## src/rtl/ble4_lut4_cfg_pkg.sv

```systemverilog
// ---------------------------------------------------------------------------
// ble4_lut4_cfg_pkg
// Shared definitions for the BLE LUT4 configuration slice:
//   - default LUT geometry (LUT_K_DEF, LUT_BITS_DEF, CFG_BITS_DEF)
//   - configuration FSM state type cfg_state_t
//   - lut_eval(): truth-table lookup used by the LUT mux
// ---------------------------------------------------------------------------
package ble4_lut4_cfg_pkg;

   localparam int LUT_K_DEF    = 4;
   localparam int LUT_BITS_DEF = 2 ** LUT_K_DEF;
   localparam int CFG_BITS_DEF = LUT_BITS_DEF + 1;

   typedef enum logic [1:0] {
      IDLE  = 2'd0,
      SHIFT = 2'd1,
      DONE  = 2'd2,
      ERR   = 2'd3
   } cfg_state_t;

   // Truth-table entry addr is the LUT output for that input combination.
   function automatic logic lut_eval(input logic [LUT_BITS_DEF-1:0] tt,
                                     input logic [LUT_K_DEF-1:0]    addr);
      return tt[addr];
   endfunction

endpackage

```

## src/rtl/ble4_lut4_cfg_shift_chain.sv

```systemverilog
// ---------------------------------------------------------------------------
// ble4_lut4_cfg_shift_chain
// Shadow configuration register with stored-bit counter and chain tail.
// Bits enter at the MSB and move toward bit 0, so the first bit shifted in
// lands in shadow[0] once CFG_BITS bits have been stored.
// Ports:
//   clk, reset  : clock, synchronous active-high reset
//   shift_en    : store data_in this cycle (ignored once full)
//   clear       : restart the bit count; shadow contents are kept
//   data_in     : serial configuration bit
//   shadow      : current shadow register contents
//   tail        : registered bit shifted out of shadow[0]
//   cnt         : number of bits stored since the last clear
//   full        : CFG_BITS bits stored
// ---------------------------------------------------------------------------
module ble4_lut4_cfg_shift_chain
   import ble4_lut4_cfg_pkg::*;
#(
   parameter int CFG_BITS = CFG_BITS_DEF
) (
   input  logic                              clk,
   input  logic                              reset,
   input  logic                              shift_en,
   input  logic                              clear,
   input  logic                              data_in,
   output logic [CFG_BITS-1:0]               shadow,
   output logic                              tail,
   output logic [$clog2(CFG_BITS+1)-1:0]     cnt,
   output logic                              full
);

   localparam int CNT_W = $clog2(CFG_BITS + 1);

   logic [CFG_BITS-1:0] shadow_q, shadow_d;
   logic                tail_q, tail_d;
   logic [CNT_W-1:0]    cnt_q, cnt_d;

   assign full   = (cnt_q == CNT_W'(CFG_BITS));
   assign shadow = shadow_q;
   assign tail   = tail_q;
   assign cnt    = cnt_q;

   always_comb begin
      shadow_d = shadow_q;
      tail_d   = tail_q;
      cnt_d    = cnt_q;
      if (clear) begin
         cnt_d = '0;
      end else if (shift_en && !full) begin
         shadow_d = {data_in, shadow_q[CFG_BITS-1:1]};
         tail_d   = shadow_q[0];
         cnt_d    = cnt_q + 1'b1;
      end
   end

   always_ff @(posedge clk) begin
      if (reset) begin
         shadow_q <= '0;
         tail_q   <= 1'b0;
         cnt_q    <= '0;
      end else begin
         shadow_q <= shadow_d;
         tail_q   <= tail_d;
         cnt_q    <= cnt_d;
      end
   end

endmodule

```

## src/rtl/ble4_lut4_cfg.sv

```systemverilog
// ---------------------------------------------------------------------------
// ble4_lut4_cfg
// LUT4 stage of a BLE with serially loaded, atomically committed config.
// A load fills the shadow register over a valid/ready handshake; only a
// complete load updates the active truth table and mode bit, so lut_out and
// ff_sel never show a half-written configuration.
// Optional feature: define CFG_PARITY_EN to append an even-parity bit to
// every load; a mismatch parks the block in ERR with cfg_err set.
// Ports:
//   clk, reset  : clock, synchronous active-high reset
//   lut_in      : LUT address inputs
//   lut_out     : combinational active_tt[lut_in], feeds ff_D
//   ff_sel      : active mode bit (1 = BLE mux selects ff_Q)
//   cfg_start   : begin a load (IDLE/DONE/ERR)
//   cfg_abort   : abandon a load in progress
//   cfg_data    : serial configuration bit, valid with cfg_valid
//   cfg_ready   : a bit is accepted this cycle when cfg_valid is high
//   cfg_tail    : bit shifted out of the shadow register, for chaining
//   cfg_done    : active configuration committed by a complete load
//   cfg_err     : parity failure (0 unless CFG_PARITY_EN)
// ---------------------------------------------------------------------------
module ble4_lut4_cfg
   import ble4_lut4_cfg_pkg::*;
#(
   parameter int LUT_K    = LUT_K_DEF,
   parameter int LUT_BITS = 2 ** LUT_K,
   parameter int CFG_BITS = LUT_BITS + 1
) (
   input  logic             clk,
   input  logic             reset,
   input  logic [LUT_K-1:0] lut_in,
   output logic             lut_out,
   output logic             ff_sel,
   input  logic             cfg_start,
   input  logic             cfg_abort,
   input  logic             cfg_data,
   input  logic             cfg_valid,
   output logic             cfg_ready,
   output logic             cfg_tail,
   output logic             cfg_done,
   output logic             cfg_err
);

   localparam int CNT_W = $clog2(CFG_BITS + 1);

   cfg_state_t          state_q, state_d;
   logic                ready_q, ready_d;
   logic                done_q, done_d;
   logic                pend_q, pend_d;   // last bit of the load taken, commit next cycle
   logic [LUT_BITS-1:0] active_tt_q, active_tt_d;
   logic                ff_sel_q, ff_sel_d;
`ifdef CFG_PARITY_EN
   logic                err_q, err_d;
   logic                bad_q, bad_d;     // parity mismatch seen on the final bit
`endif

   logic                shift_en, clear, full, tail, accept;
   logic [CFG_BITS-1:0] shadow;
   logic [CNT_W-1:0]    cnt;

   ble4_lut4_cfg_shift_chain #(.CFG_BITS(CFG_BITS)) u_chain (
      .clk      (clk),
      .reset    (reset),
      .shift_en (shift_en),
      .clear    (clear),
      .data_in  (cfg_data),
      .shadow   (shadow),
      .tail     (tail),
      .cnt      (cnt),
      .full     (full)
   );

   // ready_q is only ever high in SHIFT before the final bit
   assign accept = cfg_valid & ready_q;

   always_comb begin
      state_d     = state_q;
      ready_d     = ready_q;
      done_d      = done_q;
      pend_d      = pend_q;
      active_tt_d = active_tt_q;
      ff_sel_d    = ff_sel_q;
      shift_en    = 1'b0;
      clear       = 1'b0;
`ifdef CFG_PARITY_EN
      err_d       = err_q;
      bad_d       = bad_q;
`endif
      case (state_q)
         SHIFT: begin
            // abort beats both a pending commit and a bit offered this cycle
            if (cfg_abort) begin
               state_d = IDLE;
               ready_d = 1'b0;
               pend_d  = 1'b0;
            end else if (pend_q) begin
               pend_d = 1'b0;
`ifdef CFG_PARITY_EN
               if (bad_q) begin
                  state_d = ERR;
                  err_d   = 1'b1;
               end else
`endif
               begin
                  state_d     = DONE;
                  active_tt_d = shadow[LUT_BITS-1:0];
                  ff_sel_d    = shadow[LUT_BITS];
                  done_d      = 1'b1;
               end
            end else if (accept) begin
`ifdef CFG_PARITY_EN
               if (!full) begin
                  shift_en = 1'b1;
               end else if (cnt == CNT_W'(CFG_BITS)) begin
                  // parity bit: checked against the stored bits, never stored
                  ready_d = 1'b0;
                  pend_d  = 1'b1;
                  bad_d   = (^shadow) ^ cfg_data;
               end
`else
               if (!full) begin
                  shift_en = 1'b1;
                  if (cnt == CNT_W'(CFG_BITS - 1)) begin
                     ready_d = 1'b0;
                     pend_d  = 1'b1;
                  end
               end
`endif
            end
         end
         default: begin
            // IDLE, DONE and ERR all restart a load on cfg_start; abort is a no-op here
            if (cfg_start) begin
               state_d = SHIFT;
               ready_d = 1'b1;
               done_d  = 1'b0;
               pend_d  = 1'b0;
               clear   = 1'b1;
`ifdef CFG_PARITY_EN
               err_d   = 1'b0;
               bad_d   = 1'b0;
`endif
            end
         end
      endcase
   end

   always_ff @(posedge clk) begin
      if (reset) begin
         state_q     <= IDLE;
         ready_q     <= 1'b0;
         done_q      <= 1'b0;
         pend_q      <= 1'b0;
         active_tt_q <= '0;
         ff_sel_q    <= 1'b0;
`ifdef CFG_PARITY_EN
         err_q       <= 1'b0;
         bad_q       <= 1'b0;
`endif
      end else begin
         state_q     <= state_d;
         ready_q     <= ready_d;
         done_q      <= done_d;
         pend_q      <= pend_d;
         active_tt_q <= active_tt_d;
         ff_sel_q    <= ff_sel_d;
`ifdef CFG_PARITY_EN
         err_q       <= err_d;
         bad_q       <= bad_d;
`endif
      end
   end

   assign lut_out   = lut_eval(active_tt_q, lut_in);
   assign ff_sel    = ff_sel_q;
   assign cfg_ready = ready_q;
   assign cfg_done  = done_q;
   assign cfg_tail  = tail;
`ifdef CFG_PARITY_EN
   assign cfg_err   = err_q;
`else
   assign cfg_err   = 1'b0;
`endif

endmodule

```

## config.mk

```make
export PLATFORM = sky130hd
export DESIGN_NAME = ble4_lut4_cfg
export DESIGN_NICKNAME = d
export VERILOG_FILES = /design/src/rtl/ble4_lut4_cfg_pkg.sv /design/src/rtl/ble4_lut4_cfg_shift_chain.sv /design/src/rtl/ble4_lut4_cfg.sv
export SDC_FILE = /design/constraint.sdc
export NUM_CORES = 1
export LEC_CHECK = 0
export CORE_MARGIN = 8
export CORE_UTILIZATION = 45
export DETAILED_ROUTE_END_ITERATION = 10
export SYNTH_ARGS = -nofsm -noshare
export SYNTH_HDL_FRONTEND = slang
export SYNTH_SLANG_ARGS = --single-unit
```

## constraint.sdc

```tcl
create_clock -name clk -period 3.3 [get_ports clk]
set_input_delay 0.495 -clock clk [delete_from_list [all_inputs] [get_ports clk]]
set_output_delay 0.495 -clock clk [all_outputs]
set_load 0.005 [all_outputs]
```

-- After elaboration in Yosys (flattened, before gate mapping)
Index checks and enable logic that the tools add are counted.
- bitwise operators: 3
- magnitude comparators: 1
- add/sub/neg operators: 1
- reduce and logical (&&, ||, !) cells: 9
- muxes and demuxes: 30
- eq/ne operators: 10
- operator list (kind ; number):
    2-to-1 mux 1 bit ; 25
    inequality test 3 bit (second input constant) ; 5
    == test 5 bit (second input constant) ; 2
    2-to-1 mux 2 bit ; 4
    AND reduction 3 bit ; 2
    adder 5 x 1 -> 5 bit (second input constant) ; 1
    < comparator 4 x 5 -> 1 bit (second input constant) ; 1
    AND reduction 5 bit ; 1
    binary-select mux 1 bit (select 4 bit) ; 1
    inequality test 2 bit (second input constant) ; 2
    AND reduction 2 bit ; 2
    == test 2 x 1 -> 1 bit (second input constant) ; 1
    inverter 1 bit ; 2
    nonzero test 2 bit ; 1
    OR reduction 2 bit ; 1
    bitwise AND 1 bit ; 1
    logical AND 1 bit ; 1
    zero test 1 bit ; 1
- logic and storage cells: 63
- register bits: 45
- input port bits: 10
- output and inout port bits: 6

-- Logic depth before layout (Yosys ltp)
- word-level depth: 8
- mapped depth: 6
- depth with buffers taken out: 5

-- Hierarchy
Synthesis repeated with hierarchy kept, for this count alone.
- cell total of the unflattened synthesis: 199
- area, all modules: 1969.4 um^2
- modules (own cells, without submodules) (module ; sequential area each (um^2) ; instances ; area each (um^2) ; cells an instance):
    ble4_lut4_cfg ; 440.4 ; 1 ; 988.4 ; 112
    ble4_lut4_cfg_shift_chain ; 460.4 ; 1 ; 980.9 ; 87

-- Worst setup path before layout
No wires, ideal clock.
- path type: input to output
- start point: input port lut_in[0]
- end point: output port lut_out
- slack: 1628 ps
- data arrival time: 1177 ps
- path buffers: 0
- stages on the path: 3
- data required time: 2805 ps
- cell sequence: mux4_2 mux2i_1 mux2i_1
- longest elaborated chain between the ends: 2
- RTL lines (element ; RTL line ; text):
    start, declared ; ble4_lut4_cfg.sv:31 ; input logic [LUT_K-1:0] lut_in,
    binary-select mux 1 bit (select 4 bit) ; ble4_lut4_cfg_pkg.sv:24 ; return tt[addr];
    2-to-1 mux 1 bit (not written as such) ; ble4_lut4_cfg_pkg.sv:24 ;
    end, declared ; ble4_lut4_cfg.sv:32 ; output logic lut_out,
Every way passes these cells. The select of a mux whose other input is x is not followed.

-- Worst setup path after layout
Ends and elaborated chain as after synthesis.

==> run summary <==
The wire length of the first global-routing pass is about 8 mm. The first-pass iteration count of the detailed router is 4. The placed instance area came out at between 2000 and 2500 um2. The post-route clock period utilization came out at about 87%. The post-synthesis sequential element count is between 40 and 50. The data arrival time at the worst-slack endpoint is around 2400 ps.

Internal power comes to 815.7 uW. Summing the sequential cell areas from Yosys gives between 40% and 50% of the chip area. Power spread over the standard cell area amounts to 441.5 nW/um2. Leaving out fill and tap cells, the most frequent cells in the layout are sky130_fd_sc_hd__dfxtp_1, sky130_fd_sc_hd__a21oi_1, sky130_fd_sc_hd__nand2_1. The logic depth of the worst register-to-register path is 6.

Based on the critical path, the design can be clocked at up to 0.3469 GHz. Global routing used ~17% of the available met1 tracks. OpenSTA, run right after detailed placement, puts the worst setup slack at about 380 ps. The setup TNS is 0 ps. The critical path in this run is classified as primary input to output port. Of all cell types, the one taking the most synthesized area is sky130_fd_sc_hd__dfxtp_1. Once the floorplan was initialized, standard cells occupied a little under half of the core. The flow ran to the end, and the final reports show no timing, DRC or antenna violations. The total count of max-transition violations in the final report came to 0. The estimated wirelength of the detail-placed design came out at 3.307 mm.

Global routing consumed, on the met3 layer, under 10% of the routing resources. The clock sink count came out at 45. The pin count of the biggest net entering global routing is 31. The number of gates resized after cts came out at 0.

The largest clock skew in the final design came out at between 8 and 9 ps. The data required time of the worst path is about 2800 ps. For met2 alone, demand over resource in global routing was between 20 and 25%. Among all flip-flop cells after synthesis, the most frequent one is sky130_fd_sc_hd__dfxtp_1.

The number of nets in the synthesized netlist is 250. The synthesized cell area is just over 2000 um2. The number of routed nets with antenna violations is 0. By area the synthesized netlist is led by sky130_fd_sc_hd__dfxtp_1, sky130_fd_sc_hd__a21oi_1, sky130_fd_sc_hd__o31ai_1. The total power consumption of the routed design is 1.046 mW.

The height of the chip is about 84 um. The number of buffers on the longest clock path is 2. The relative slew slack came out at a little over a third. The clock network burns approximately two fifths of the power. The pin slew with the least headroom to its limit came out at 960.6 ps. The routability congestion estimate from global placement is between 0.8 and 0.9. The final setup slack of the worst path came out at 417.5 ps. The count of hold-fix buffers inserted at cts is 0.

The number of warning messages in the yosys log came out at 0. The minimum clock period came out at approximately 2900 ps. The library cell used most frequently in the layout, excluding fill and tap cells, is sky130_fd_sc_hd__dfxtp_1.

Yosys mapped the design onto 30 distinct sky130hd cell types. The top-area cell type share of the netlist area came out at 43.66%. The power spent charging and discharging nets came out at 230.0 uW. The count of boundary I/O pins came out at 16. The first-iteration detailed-routing DRC count came out at 201.

The setup violation total in the final timing report came out at 0. The port buffer count came out at 14. The worst setup path is captured at an output port. Clock latency on the worst-skew pair, taken at its later pin, is 300 ps. The final design area excluding fillers is approximately 2400 um2. The via count of the first global-routing pass came out at between 1.5k and 2k. The root buffer cell chosen for the clock tree is sky130_fd_sc_hd__clkbuf_8.

The net total in the final layout came out at between 200 and 300. The die footprint is around 7000 um2. The number of inserted diodes is 0. After detailed routing, the average wire length per cell comes to 16.31 um. The largest fanout on the critical path is 4.

The combinational group share of total power is approximately 6.3%. The worst setup path is launched from a primary input. The fraction of power spent switching nets is between 20% and 30%. The layout cell share with drive strength beyond 1 came out at 10.25%. The share of power burned in registers is a little over half. Compared with the post-synthesis result, the final layout area differs by 14.80%. The number of buffers added by the clock tree synthesis step is 5.

TritonCTS built the clock tree. Clock-pin slew was measured on the worst setup and hold paths at approximately 90 ps. The total overflow reported by the global router is 0. The tool flagged a number of max-cap violations equal to 0. The average footprint of a synthesized cell came out at 8.706 um2. The total global routing track utilization came out at between 10% and 20%.

The standard cell core area came out at between 4000 and 5000 um2. The H-tree depth came out at 2. The leakage power came out at between 0.7 and 0.8 nW. The floorplan die width came out at 83.71 um. The overall via count from detail_route is ~1.8k.

The synthesized design contains 0 enable-type register cells. The ratio of routed vias to standard cells is about 6.1. The floorplan has 24 rows. Setup repair after global routing left no endpoint under its margin. The number of hold violations in the final report is 0. The number of design rule violations left after detail routing came out at 0. The number of buffers added for setup after CTS is 0. The total routed wirelength came out at around 4.8 mm. The worst hold path cell count came out at 2. The initial antenna violation count came to 0. The share of async-settable or async-resettable flops after synthesis came out at 0%. After global routing, the most crowded layer is met2. The class of the tightest hold or removal check is register to register. The cell count after synthesis came out at between 200 and 250. IR analysis of the VDD net gives a maximum drop of around 0.19 mV.
## Yosys cell counts, types with 3 or more instances
library cell and count:
sky130_fd_sc_hd__nor2_1 4, sky130_fd_sc_hd__dfxtp_1 45, sky130_fd_sc_hd__inv_1 6, sky130_fd_sc_hd__nor4bb_1 3, sky130_fd_sc_hd__o31ai_1 20, sky130_fd_sc_hd__clkbuf_1 17
sky130_fd_sc_hd__buf_2 5, sky130_fd_sc_hd__nand4bb_1 3, sky130_fd_sc_hd__a21oi_1 40, sky130_fd_sc_hd__nand2_1 37, sky130_fd_sc_hd__mux4_2 4, sky130_fd_sc_hd__nand4_1 22
sky130_fd_sc_hd__o211ai_1 4, sky130_fd_sc_hd__mux2i_1 6, sky130_fd_sc_hd__ha_1 3
## through the flow
stage	utilization (%)	std cells	hold slack (ps)
2_1_floorplan	-	237	433.1
3_3_place_gp	51.28	288	450.4
3_5_place_dp	51.28	288	449.1
4_1_cts	54.02	296	462.8
5_1_grt	54.02	296	474.4
6_report	54.02	296	458.8
## power groups by stage
| stage | combinational, mW | sequential (mW) | clock (mW) |
|---|---|---|---|
| 2_1_floorplan | 0.0396 | 0.560 | 0 |
| 3_3_place_gp | 0.0639 | 0.560 | 0 |
| 3_5_place_dp | 0.0652 | 0.560 | 0 |
| 4_1_cts | 0.0654 | 0.548 | 0.444 |
| 5_1_grt | 0.0707 | 0.548 | 0.467 |
| 6_report | 0.0659 | 0.548 | 0.432 |
## worst max-delay path, stage by stage
cell and delay [ps]:
sky130_fd_sc_hd__clkdlybuf4s50_1 610, sky130_fd_sc_hd__mux4_2 550, sky130_fd_sc_hd__mux2i_1 170, sky130_fd_sc_hd__mux2i_1 110, sky130_fd_sc_hd__clkdlybuf4s50_1 460
## final timing paths
path,start,endpoint,slack (ps)
setup / recovery,lut_in[0],lut_out,420
hold / removal,ff_sel,ff_sel,460
setup reg to reg,u_chain.cnt[1],u_chain.shadow[15],1220
hold reg to reg,ff_sel,ff_sel,460
## layer usage
metal	vias to the layer above	share of wire, %
met3	7	4.9
met4	0	1.3
met5	-	0
met2	51	48
li1	881	-
met1	869	46
## sequential cells by signal (all words and copies together), names as in the netlist
register / count
u_chain.shadow: 17
active_tt_q: 16
u_chain.cnt: 5
state_q: 2
cfg_done: 1
cfg_ready: 1
ff_sel: 1
pend_q: 1
u_chain.tail: 1
## cells by family after synthesis
family	Yosys count	share of synthesized area (%)
AO/OA/AOI/OAI	71	20.92
adder cells (fa/ha/maj)	3	1.819
buffers and inverters	30	5.943
flip-flops	45	43.66
multiplexers	10	7.277
other	1	0.1818
AND/OR/NAND/NOR	77	20.19
## cell type report
type	instances	area [um2]
clock buffers	6	82.58
clock inverters	2	37.54
fillers	404	2016
inverters	6	22.52
multi-input cells	162	1052
flip-flops and latches	45	900.9
well taps	52	65.06
repair buffers	23	207.7
No activity file was read; power rests on OpenSTA's default activity.
